**src/rtl/line_sum_printer.sv**
```systemverilog
// line_sum_printer: sums ASCII unsigned decimal numbers on each line and prints
// the sum in decimal (leading zeros suppressed), or E/O for malformed or
// overflowing lines. It sits between a UART receiver and a transmitter.
module line_sum_printer #(
  parameter int W      = 32,  // value and sum width in bits (>= 4)
  parameter int DIGITS = 10   // must satisfy 10**DIGITS > 2**W - 1
) (
  input  logic       clk,
  input  logic       rst,
  input  logic       input_valid,
  input  logic [7:0] input_data,
  output logic       input_ready,
  input  logic       output_busy,
  output logic       output_en,
  output logic [7:0] output_data
);

  localparam int BW = 4 * DIGITS;          // BCD register width
  localparam int CW = $clog2(W + 1);       // conversion bit counter width
  localparam int DW = $clog2(DIGITS + 1);  // digit index width

  localparam logic [7:0] CH_LF    = 8'h0A;
  localparam logic [7:0] CH_CR    = 8'h0D;
  localparam logic [7:0] CH_SPACE = 8'h20;
  localparam logic [7:0] CH_COMMA = 8'h2C;
  localparam logic [7:0] CH_E     = 8'h45;
  localparam logic [7:0] CH_O     = 8'h4F;

  typedef enum logic [1:0] {
    S_PARSE,
    S_CONVERT,
    S_SEND,
    S_TERM
  } state_e;

  state_e          state_q, state_d;
  logic [W-1:0]    cur_q, cur_d;
  logic [W-1:0]    sum_q, sum_d;         // doubles as the shift source during conversion
  logic            pending_q, pending_d;
  logic            err_q, err_d;
  logic            ovf_q, ovf_d;
  logic [BW-1:0]   bcd_q, bcd_d;         // most significant digit always in the top nibble
  logic [CW-1:0]   bit_cnt_q, bit_cnt_d;
  logic [DW-1:0]   digit_idx_q, digit_idx_d;  // index of the digit in the top nibble
  logic            leading_q, leading_d; // still inside the leading-zero run

  // One double-dabble step: add 3 to every nibble >= 5, then shift in one bit.
  function automatic logic [BW-1:0] dabble_step(input logic [BW-1:0] bcd,
                                                input logic          in_bit);
    logic [BW-1:0] adj;
    adj = bcd;
    for (int i = 0; i < DIGITS; i++) begin
      if (adj[4*i +: 4] >= 4'd5) adj[4*i +: 4] = adj[4*i +: 4] + 4'd3;
    end
    return {adj[BW-2:0], in_bit};
  endfunction

  logic          is_digit, is_sep, is_lf, is_cr;
  logic [3:0]    in_digit;
  logic [W+3:0]  cur_prod;
  logic [W:0]    sum_add;
  logic [3:0]    msd;
  logic          last_digit;
  logic          err_line;

  // Byte classification and the two parse-time arithmetic results.
  always_comb begin
    is_digit = (input_data >= 8'h30) && (input_data <= 8'h39);
    is_sep   = (input_data == CH_SPACE) || (input_data == CH_COMMA);
    is_lf    = (input_data == CH_LF);
    is_cr    = (input_data == CH_CR);
    in_digit = input_data[3:0];
    // cur * 10 + digit, wide enough that the overflow bits are visible
    cur_prod = ({4'b0000, cur_q} << 3) + ({4'b0000, cur_q} << 1)
             + {{W{1'b0}}, in_digit};
    sum_add  = {1'b0, sum_q} + {1'b0, cur_q};
  end

  assign msd         = bcd_q[BW-1 -: 4];
  assign last_digit  = (digit_idx_q == '0);
  assign err_line    = err_q || ovf_q;
  assign input_ready = (state_q == S_PARSE);

  // Output byte decoded purely from registered state.
  always_comb begin
    output_en   = 1'b0;
    output_data = 8'h00;
    case (state_q)
      S_SEND: begin
        if (err_line) begin
          output_en   = 1'b1;
          output_data = err_q ? CH_E : CH_O;
        end else if (!leading_q || (msd != 4'd0) || last_digit) begin
          output_en   = 1'b1;
          output_data = {4'h3, msd};
        end
      end
      S_TERM: begin
        output_en   = 1'b1;
        output_data = CH_LF;
      end
      default: ;
    endcase
  end

  // Next-state logic: parsing, conversion, digit sequencing and line reset.
  always_comb begin
    // NOTE: every signal written here gets a default first, so no path can
    // leave one unassigned and infer a latch.
    state_d     = state_q;
    cur_d       = cur_q;
    sum_d       = sum_q;
    pending_d   = pending_q;
    err_d       = err_q;
    ovf_d       = ovf_q;
    bcd_d       = bcd_q;
    bit_cnt_d   = bit_cnt_q;
    digit_idx_d = digit_idx_q;
    leading_d   = leading_q;

    case (state_q)
      S_PARSE: begin
        if (input_valid) begin
          if (is_digit) begin
            cur_d     = cur_prod[W-1:0];
            pending_d = 1'b1;
            if (cur_prod[W+3:W] != 4'd0) ovf_d = 1'b1;
          end else if (is_sep || is_lf) begin
            if (pending_q) begin
              sum_d = sum_add[W-1:0];
              if (sum_add[W]) ovf_d = 1'b1;
            end
            cur_d     = '0;
            pending_d = 1'b0;
            if (is_lf) begin
              bcd_d       = '0;
              bit_cnt_d   = '0;
              digit_idx_d = DW'(DIGITS - 1);
              leading_d   = 1'b1;
              // The fold above may itself overflow, so look at the new flags.
              state_d     = (err_d || ovf_d) ? S_SEND : S_CONVERT;
            end
          end else if (!is_cr) begin
            err_d = 1'b1;
          end
        end
      end

      S_CONVERT: begin
        bcd_d     = dabble_step(bcd_q, sum_q[W-1]);
        sum_d     = sum_q << 1;
        bit_cnt_d = bit_cnt_q + CW'(1);
        if (bit_cnt_q == CW'(W - 1)) state_d = S_SEND;
      end

      S_SEND: begin
        if (err_line) begin
          if (!output_busy) state_d = S_TERM;
        end else if (!output_en) begin
          // Leading zero: drop it silently, one cycle per digit.
          bcd_d       = bcd_q << 4;
          digit_idx_d = digit_idx_q - DW'(1);
        end else if (!output_busy) begin
          leading_d = 1'b0;
          if (last_digit) begin
            state_d = S_TERM;
          end else begin
            bcd_d       = bcd_q << 4;
            digit_idx_d = digit_idx_q - DW'(1);
          end
        end
      end

      S_TERM: begin
        if (!output_busy) begin
          cur_d     = '0;
          sum_d     = '0;
          pending_d = 1'b0;
          err_d     = 1'b0;
          ovf_d     = 1'b0;
          state_d   = S_PARSE;
        end
      end

      default: state_d = S_PARSE;
    endcase
  end

  // State registers with synchronous reset.
  always_ff @(posedge clk) begin
    // NOTE: sequential state uses non-blocking assignments so every register
    // samples the values from before this edge.
    if (rst) begin
      state_q     <= S_PARSE;
      cur_q       <= '0;
      sum_q       <= '0;
      pending_q   <= 1'b0;
      err_q       <= 1'b0;
      ovf_q       <= 1'b0;
      bcd_q       <= '0;
      bit_cnt_q   <= '0;
      digit_idx_q <= '0;
      leading_q   <= 1'b1;
    end else begin
      state_q     <= state_d;
      cur_q       <= cur_d;
      sum_q       <= sum_d;
      pending_q   <= pending_d;
      err_q       <= err_d;
      ovf_q       <= ovf_d;
      bcd_q       <= bcd_d;
      bit_cnt_q   <= bit_cnt_d;
      digit_idx_q <= digit_idx_d;
      leading_q   <= leading_d;
    end
  end

endmodule

```
**config.mk**
```make
export PLATFORM = sky130hd
export DESIGN_NAME = line_sum_printer
export DESIGN_NICKNAME = d
export VERILOG_FILES = /design/src/rtl/line_sum_printer.sv
export SDC_FILE = /design/constraint.sdc
export NUM_CORES = 1
export LEC_CHECK = 0
export ABC_AREA = 1
export CAP_MARGIN = 15
export CORE_MARGIN = 2
export CORE_UTILIZATION = 57
export DETAILED_ROUTE_END_ITERATION = 12
export PLACE_DENSITY = 0.8
export SLEW_MARGIN = 20
export SYNTH_ARGS = -nofsm -noshare
export SYNTH_HDL_FRONTEND = slang
export SYNTH_SLANG_ARGS = --single-unit
```
**constraint.sdc**
```tcl
create_clock -name clk -period 2.8 [get_ports clk]
set_input_delay 0.7 -clock clk [delete_from_list [all_inputs] [get_ports clk]]
set_output_delay 0.7 -clock clk [all_outputs]
set_load 0.05 [all_outputs]
```
==> flow_metrics.tcl, run 1 <==
set metrics [dict create \
    status "finished, final reports clean" \
    timing.final.max_slew_violations 0 \
    wl_per_cell_um 16.37 \
    crit_arrival_ns 2.08 \
    layout-drive-gt1-share_pct 10.25 \
    cap_violations 0 \
    antenna_cells 0 \
    via_per_inst 5.903 \
    die_width_um 142.4 \
    synth_top_area_share_pct 22.02 \
    crit_fanout 5 \
    ys_seq_area_share_pct 22.02 \
    die_area_sq_um 20270 \
    synth.area.top_cells "dfxtp_1 22%, ha_1 14%, nand2_1 14%" \
    hold_viol 0 \
    pre_cts_slack_ns -0.6759 \
    clkLatencyLatePin_ns 0.43 \
    htree_levels 4 \
    syn_inst 1687 \
    hold_class "reg2reg" \
    max_slew_margin_pct 60.15 \
    min_period_over_period_pct 99.43 \
    pin_count 22 \
    ys_top_cells_by_count "400 x nand2_1, 242 x a21oi_1, 202 x inv_1, 141 x o21ai_0, 124 x ha_1" \
    fin_nets 1862 \
    dr.pass1.iters 5 \
    yosysMostFrequentCell "nand2_1" \
    coreArea_sq_um 18770 \
    min_period_ns 2.784 \
    port_buffers 20 \
    synth_cell_types 51 \
    tightestPinTransition_ns 0.5927 \
    cp.required_ns 2.10 \
    grt_pass1_vias 11280 \
    crit_path_start "digit_idx_q[0]$_SDFFE_PP0P_" \
    syn_area_sq_um 10910 \
    synth_edf_count 0 \
    fin_skew_ns 0.01517 \
    yosysWarnings 0 \
    grt_usage_pct 32.23 \
    die_h_um 142.4 \
    syn2layout_area_growth_pct 13.09 \
    hold_start "digit_idx_q[2]$_SDFFE_PP0P_" \
    synth.avg_cell_area_sq_um 6.468 \
    synth_nets 1826 \
    cp-start-kind "flip-flop" \
    gp_congestion 0.9909 \
    fin_hold_ws_ns 0.4740 \
    synth-seq-cells 120 \
    start_util_pct 58.14 \
    postSynth.asyncResetShare_pct 0 \
    vias 11630 \
    drt_iter0_drc 854 \
    fin_util_pct 65.75 \
    rows 50 \
    fill_cells 1678 \
    setup_tns_ns 0 \
    path_clk_slew_ns 0.06 \
    power_density_nw_per_um2 638.0 \
    r2r_start "cur_q[21]$_SDFFE_PP0P_" \
    p_leak_nw 5.866 \
    drc 0 \
    yosys.area.top_type "dfxtp_1" \
    finalPower_mw 7.873 \
    setup_ws_ns 0.01605 \
    setup_violations 0 \
    drt-total-wl_um 32240 \
    path_class "reg2out" \
    cts_hold_buf 0 \
    max_freq_mhz 359.2 \
    root_buffer "clkbuf_16" \
    max-clock-path-buffers 2 \
    antenna_found_initial 0 \
    grt_first_pass_wirelength_um 52930 \
    ir_drop_v 0.0004713 \
    rsz0062_at_grt "yes" \
    dp_hpwl_um 24110 \
    numClockSinks 120 \
    grt_overflow 0 \
    synthFlopType "dfxtp_1" \
    cts_made_buffers 17 \
    grt_max_degree 73 \
    cts_tree "built" \
    worstSetupEndpointType "primary output" \
    final_antenna_net_count 0 \
]
==> area by class of cell <==
type	count	area, sq um	area share (%)
multi-input cells	1307	7567	61.32
flip-flops and latches	120	2405	19.49
inverters	205	769.5	6.235
repair buffers	72	743.2	6.023
clock buffers	25	495.5	4.015
well taps	234	292.8	2.373
clock inverters	7	67.56	0.5475
==> placed cells by master, fill, tap and decap left out, types with 17 or more instances in the layout <==
| cell type | netlist | routed |
|---|---|---|
| a211oi_2 | 33 | 33 |
| a21oi_1 | 242 | 241 |
| buf_4 | 3 | 47 |
| clkbuf_16 | 0 | 17 |
| dfxtp_1 | 120 | 118 |
| ha_1 | 124 | 119 |
| inv_1 | 202 | 199 |
| nand2_1 | 400 | 397 |
| nand3_1 | 95 | 91 |
| nor2_1 | 117 | 115 |
| nor3_1 | 22 | 22 |
| o21ai_0 | 141 | 140 |
| xor2_1 | 22 | 22 |
==> per-layer routing <==
metal	wire (um)	GRT usage, %	vias to the layer above	share of wire [%]
li1	-	-	5757	-
met1	13690	38.89	5310	42
met2	15260	55.86	453	47
met3	1939	5.451	109	6.0
met4	1347	15.27	0	4.2
met5	0	0	-	0
==> final timing paths <==
path,slack (ns),endpoint,cells past startpoint
max reg2reg,0.16,ovf_q$_SDFFE_PP0P_,15
min reg2reg,0.47,digit_idx_q[2]$_SDFFE_PP0P_,1
min,0.47,digit_idx_q[2]$_SDFFE_PP0P_,1
max,0.02,output_data[1],9
==> report_power, final <==
| part | internal [mW] | switching, mW |
|---|---|---|
| sequential | 2.03 | 0.255 |
| combinational | 1.14 | 2.32 |
| clock | 1.31 | 0.814 |
| total | 4.48 | 3.39 |
==> sequential cells by signal, indices dropped and copies added, names as in the netlist <==
name,count
ovf_q,1
state_q,2
sum_q,32
bcd_q,40
leading_q,1
pending_q,1
err_q,1
bit_cnt_q,6
digit_idx_q,4
cur_q,32
==> cell families after synthesis <==
kind of cell / after synthesis / synth area share (%)
XOR/XNOR: 27 / 2.167
buffers and inverters: 260 / 9.632
AND/OR/NAND/NOR: 681 / 26.21
adder cells (fa/ha/maj): 127 / 14.77
other: 1 / 0.03437
AO/OA/AOI/OAI: 471 / 25.17
flip-flops: 120 / 22.02
==> through the flow <==
step                      std cells  instance area [sq um]
after floorplan                1687                  10930
after global placement         1935                  11670
after detailed placement       1935                  11670
after CTS                      1970                  12300
after global routing           1970                  12340
final                          1970                  12340
==> critical path: stages (launching register included) <==
cell and delay, ns:
dfxtp_1 0.29, inv_1 0.13, ha_1 0.17, nand3_1 0.13, nand2_1 0.13, nor2_4 0.06
o21ai_0 0.20, nand2_1 0.09, o21ai_1 0.26, buf_12 0.18
==> timing repair <==
action,CTS,global route
gates resized for setup,17,11
buffers inserted,3,0
endpoints found under the setup margin,15,10
pin swaps,13,4
cloned,0,0
No activity file was read; power rests on OpenSTA's default activity.
==> inputs of run 2 (changes only) <==
Settings changed: GPL_TIMING_DRIVEN set to 0.
==> run 2 against run 1 <==
Fmax grew 2.9%. Critical endpoint is now ovf_q$_SDFFE_PP0P_. Clock-buffer cell count decreased by 8. Critical path type is now reg2reg. Largest power group unchanged. Clock power is 8% higher.
==> flow_metrics.tcl, run 2 (synthesized netlist as in run 1, its figures left out) <==
set metrics [dict create \
    grt_usage_pct 33.53 \
    cp-start-kind "flip-flop" \
    fin_hold_ws_ns 0.4695 \
    largest_register_ffs 40 \
    rsz0062_at_grt "yes" \
    wl_per_cell_um 17.05 \
    grt_pass1_vias 11140 \
    pin_count 22 \
    crit_arrival_ns 3.04 \
    path_clk_slew_ns 0.07 \
    timing.final.max_slew_violations 0 \
    final_antenna_net_count 0 \
    power_density_nw_per_um2 659.7 \
    p_sw_mw 3.637 \
    hold_class "reg2reg" \
    sw_frac_of_total_pct 45.06 \
    fin_util_pct 65.19 \
    dr.pass1.iters 5 \
    grt_overflow 0 \
    mostFrequentLayoutCell "nand2_1" \
    root_buffer "clkbuf_16" \
    min_period_ns 2.706 \
    worstSetupEndpointType "flip-flop" \
    hold_viol 0 \
    start_util_pct 58.14 \
    grt_max_degree 17 \
    cp_slowest_stage_delay_ns 0.60 \
    p_leak_nw 5.750 \
    cpLargestDelayFamily "simple AND/OR/NAND/NOR gates" \
    die_width_um 142.4 \
    max_freq_mhz 369.5 \
    drt-total-wl_um 33760 \
    max-clock-path-buffers 2 \
    drc 0 \
    cpMaxStageDelayCell "fa_1" \
    pwr-share-clk_pct 28.3 \
    clkLatencyLatePin_ns 0.44 \
    antenna_found_initial 0 \
    status "finished, final reports clean" \
    cts_made_buffers 17 \
    htree_levels 4 \
    final_cell_mix "384 x nand2_1, 240 x a21oi_1, 199 x inv_1, 139 x o21ai_0, 121 x ha_1" \
    top_register "bcd_q" \
    max_slew_margin_pct 35.53 \
    crit_fanout 4 \
    cts_tree "built" \
    coreArea_sq_um 18770 \
    numClockSinks 120 \
    antenna_cells 0 \
    crit_path_cell_trace "inv_1, fa_1, inv_1, ha_1, nand2_1, nor2_2, nand3_2, nand3_2, nand2_2, nand2_2, nand2_1, nand3_2, nor2_2, nand2_2, nand3_2, nand2_1, nor2_1" \
    path_class "reg2reg" \
    setup_violations 0 \
    layout-drive-gt1-share_pct 10.94 \
    tightestPinTransition_ns 0.9671 \
    combPwrFrac_pct 43.3 \
    drt_iter0_drc 1018 \
    dp_hpwl_um 26000 \
    ir_drop_v 0.0004736 \
    gp_congestion 1.000 \
    vias 11590 \
    worst-path-buf-inv 2 \
    min_period_over_period_pct 96.65 \
    grt_first_pass_wirelength_um 54190 \
    power_frac_seq_pct 28.4 \
    syn2layout_area_growth_pct 12.13 \
    via_per_inst 5.854 \
    reg_top3 "bcd_q (40), cur_q (32), sum_q (32)" \
    die_area_sq_um 20270 \
    cp.required_ns 3.13 \
    cap_violations 0 \
    cpMostUsedCell "nand3_2" \
    die_h_um 142.4 \
    fin_nets 1872 \
    rows 50 \
    fin_skew_ns 0.01016 \
    internal_power_mw 4.435 \
    port_buffers 19 \
]
-- run 2: final timing paths --
path / from / to / slack, ns / depth (start not counted)
max: cur_q[2]$_SDFFE_PP0P_ / ovf_q$_SDFFE_PP0P_ / 0.09 / 17
min: leading_q$_SDFFE_PP1P_ / leading_q$_SDFFE_PP1P_ / 0.47 / 2
max reg2reg: cur_q[2]$_SDFFE_PP0P_ / ovf_q$_SDFFE_PP0P_ / 0.09 / 17
min reg2reg: leading_q$_SDFFE_PP1P_ / leading_q$_SDFFE_PP1P_ / 0.47 / 2
-- run 2: final cells by class --
type | instances | area, sq um
fill | 1711 | 6533
multi-input combinational | 1307 | 7651
sequential | 120 | 2412
tap | 234 | 292.8
buffer | 55 | 289.0
timing repair buffer | 27 | 217.7
clock inverter | 15 | 177.7
clock buffer | 17 | 425.4
inverter | 205 | 769.5
-- run 2: routing by layer --
layer | global-route usage (%) | share of wire, % | vias up
li1 | - | - | 5770
met3 | 4.542 | 6.1 | 76
met4 | 14.02 | 3.2 | 0
met5 | 0 | 0 | -
met2 | 58.91 | 48 | 403
met1 | 41.23 | 43 | 5342
-- run 2: per-stage QoR --
| stage | std cells | setup slack (ns) | instance area, sq um | power, mW | TNS [ns] |
|---|---|---|---|---|---|
| 5_1_grt | 1980 | -0.04196 | 12240 | 8.533 | -0.05485 |
| 6_report | 1980 | 0.09371 | 12240 | 8.072 | 0 |
| 2_1_floorplan | 1687 | -0.02901 | 10930 | 4.738 | -0.05803 |
| 3_3_place_gp | 1940 | -0.9138 | 11410 | 5.565 | -17.62 |
| 4_1_cts | 1975 | 0.005018 | 12080 | 7.933 | 0 |
| 3_5_place_dp | 1940 | -0.9485 | 11410 | 5.640 | -21.06 |
-- run 2: repair_timing --
item,4_1_cts,5_1_grt
buffers inserted,3,5
gates resized for setup,64,53
setup endpoints to repair,27,27
pin swaps,10,15
hold buffers,0,0
-- run 2: power groups by stage --
| stage | logic [mW] | registers (mW) | clock network (mW) |
|---|---|---|---|
| floorplan | 2.50 | 2.24 | 0 |
| global placement | 3.27 | 2.30 | 0 |
| detailed placement | 3.33 | 2.31 | 0 |
| CTS | 3.37 | 2.28 | 2.28 |
| global route | 3.85 | 2.32 | 2.36 |
| finish | 3.50 | 2.29 | 2.28 |
-- run 2: worst reg2reg max path, stage by stage (launching register included) --
cell     delay (ns)
dfxtp_4        0.37
inv_1          0.07
fa_1           0.60
inv_1          0.06
ha_1           0.28
nand2_1        0.07
nor2_2         0.16
nand3_2        0.10
nand3_2        0.14
nand2_2        0.06
nand2_2        0.11
nand2_1        0.09
nand3_2        0.09
nor2_2         0.04
nand2_2        0.14
nand3_2        0.08
nand2_1        0.08
nor2_1         0.06
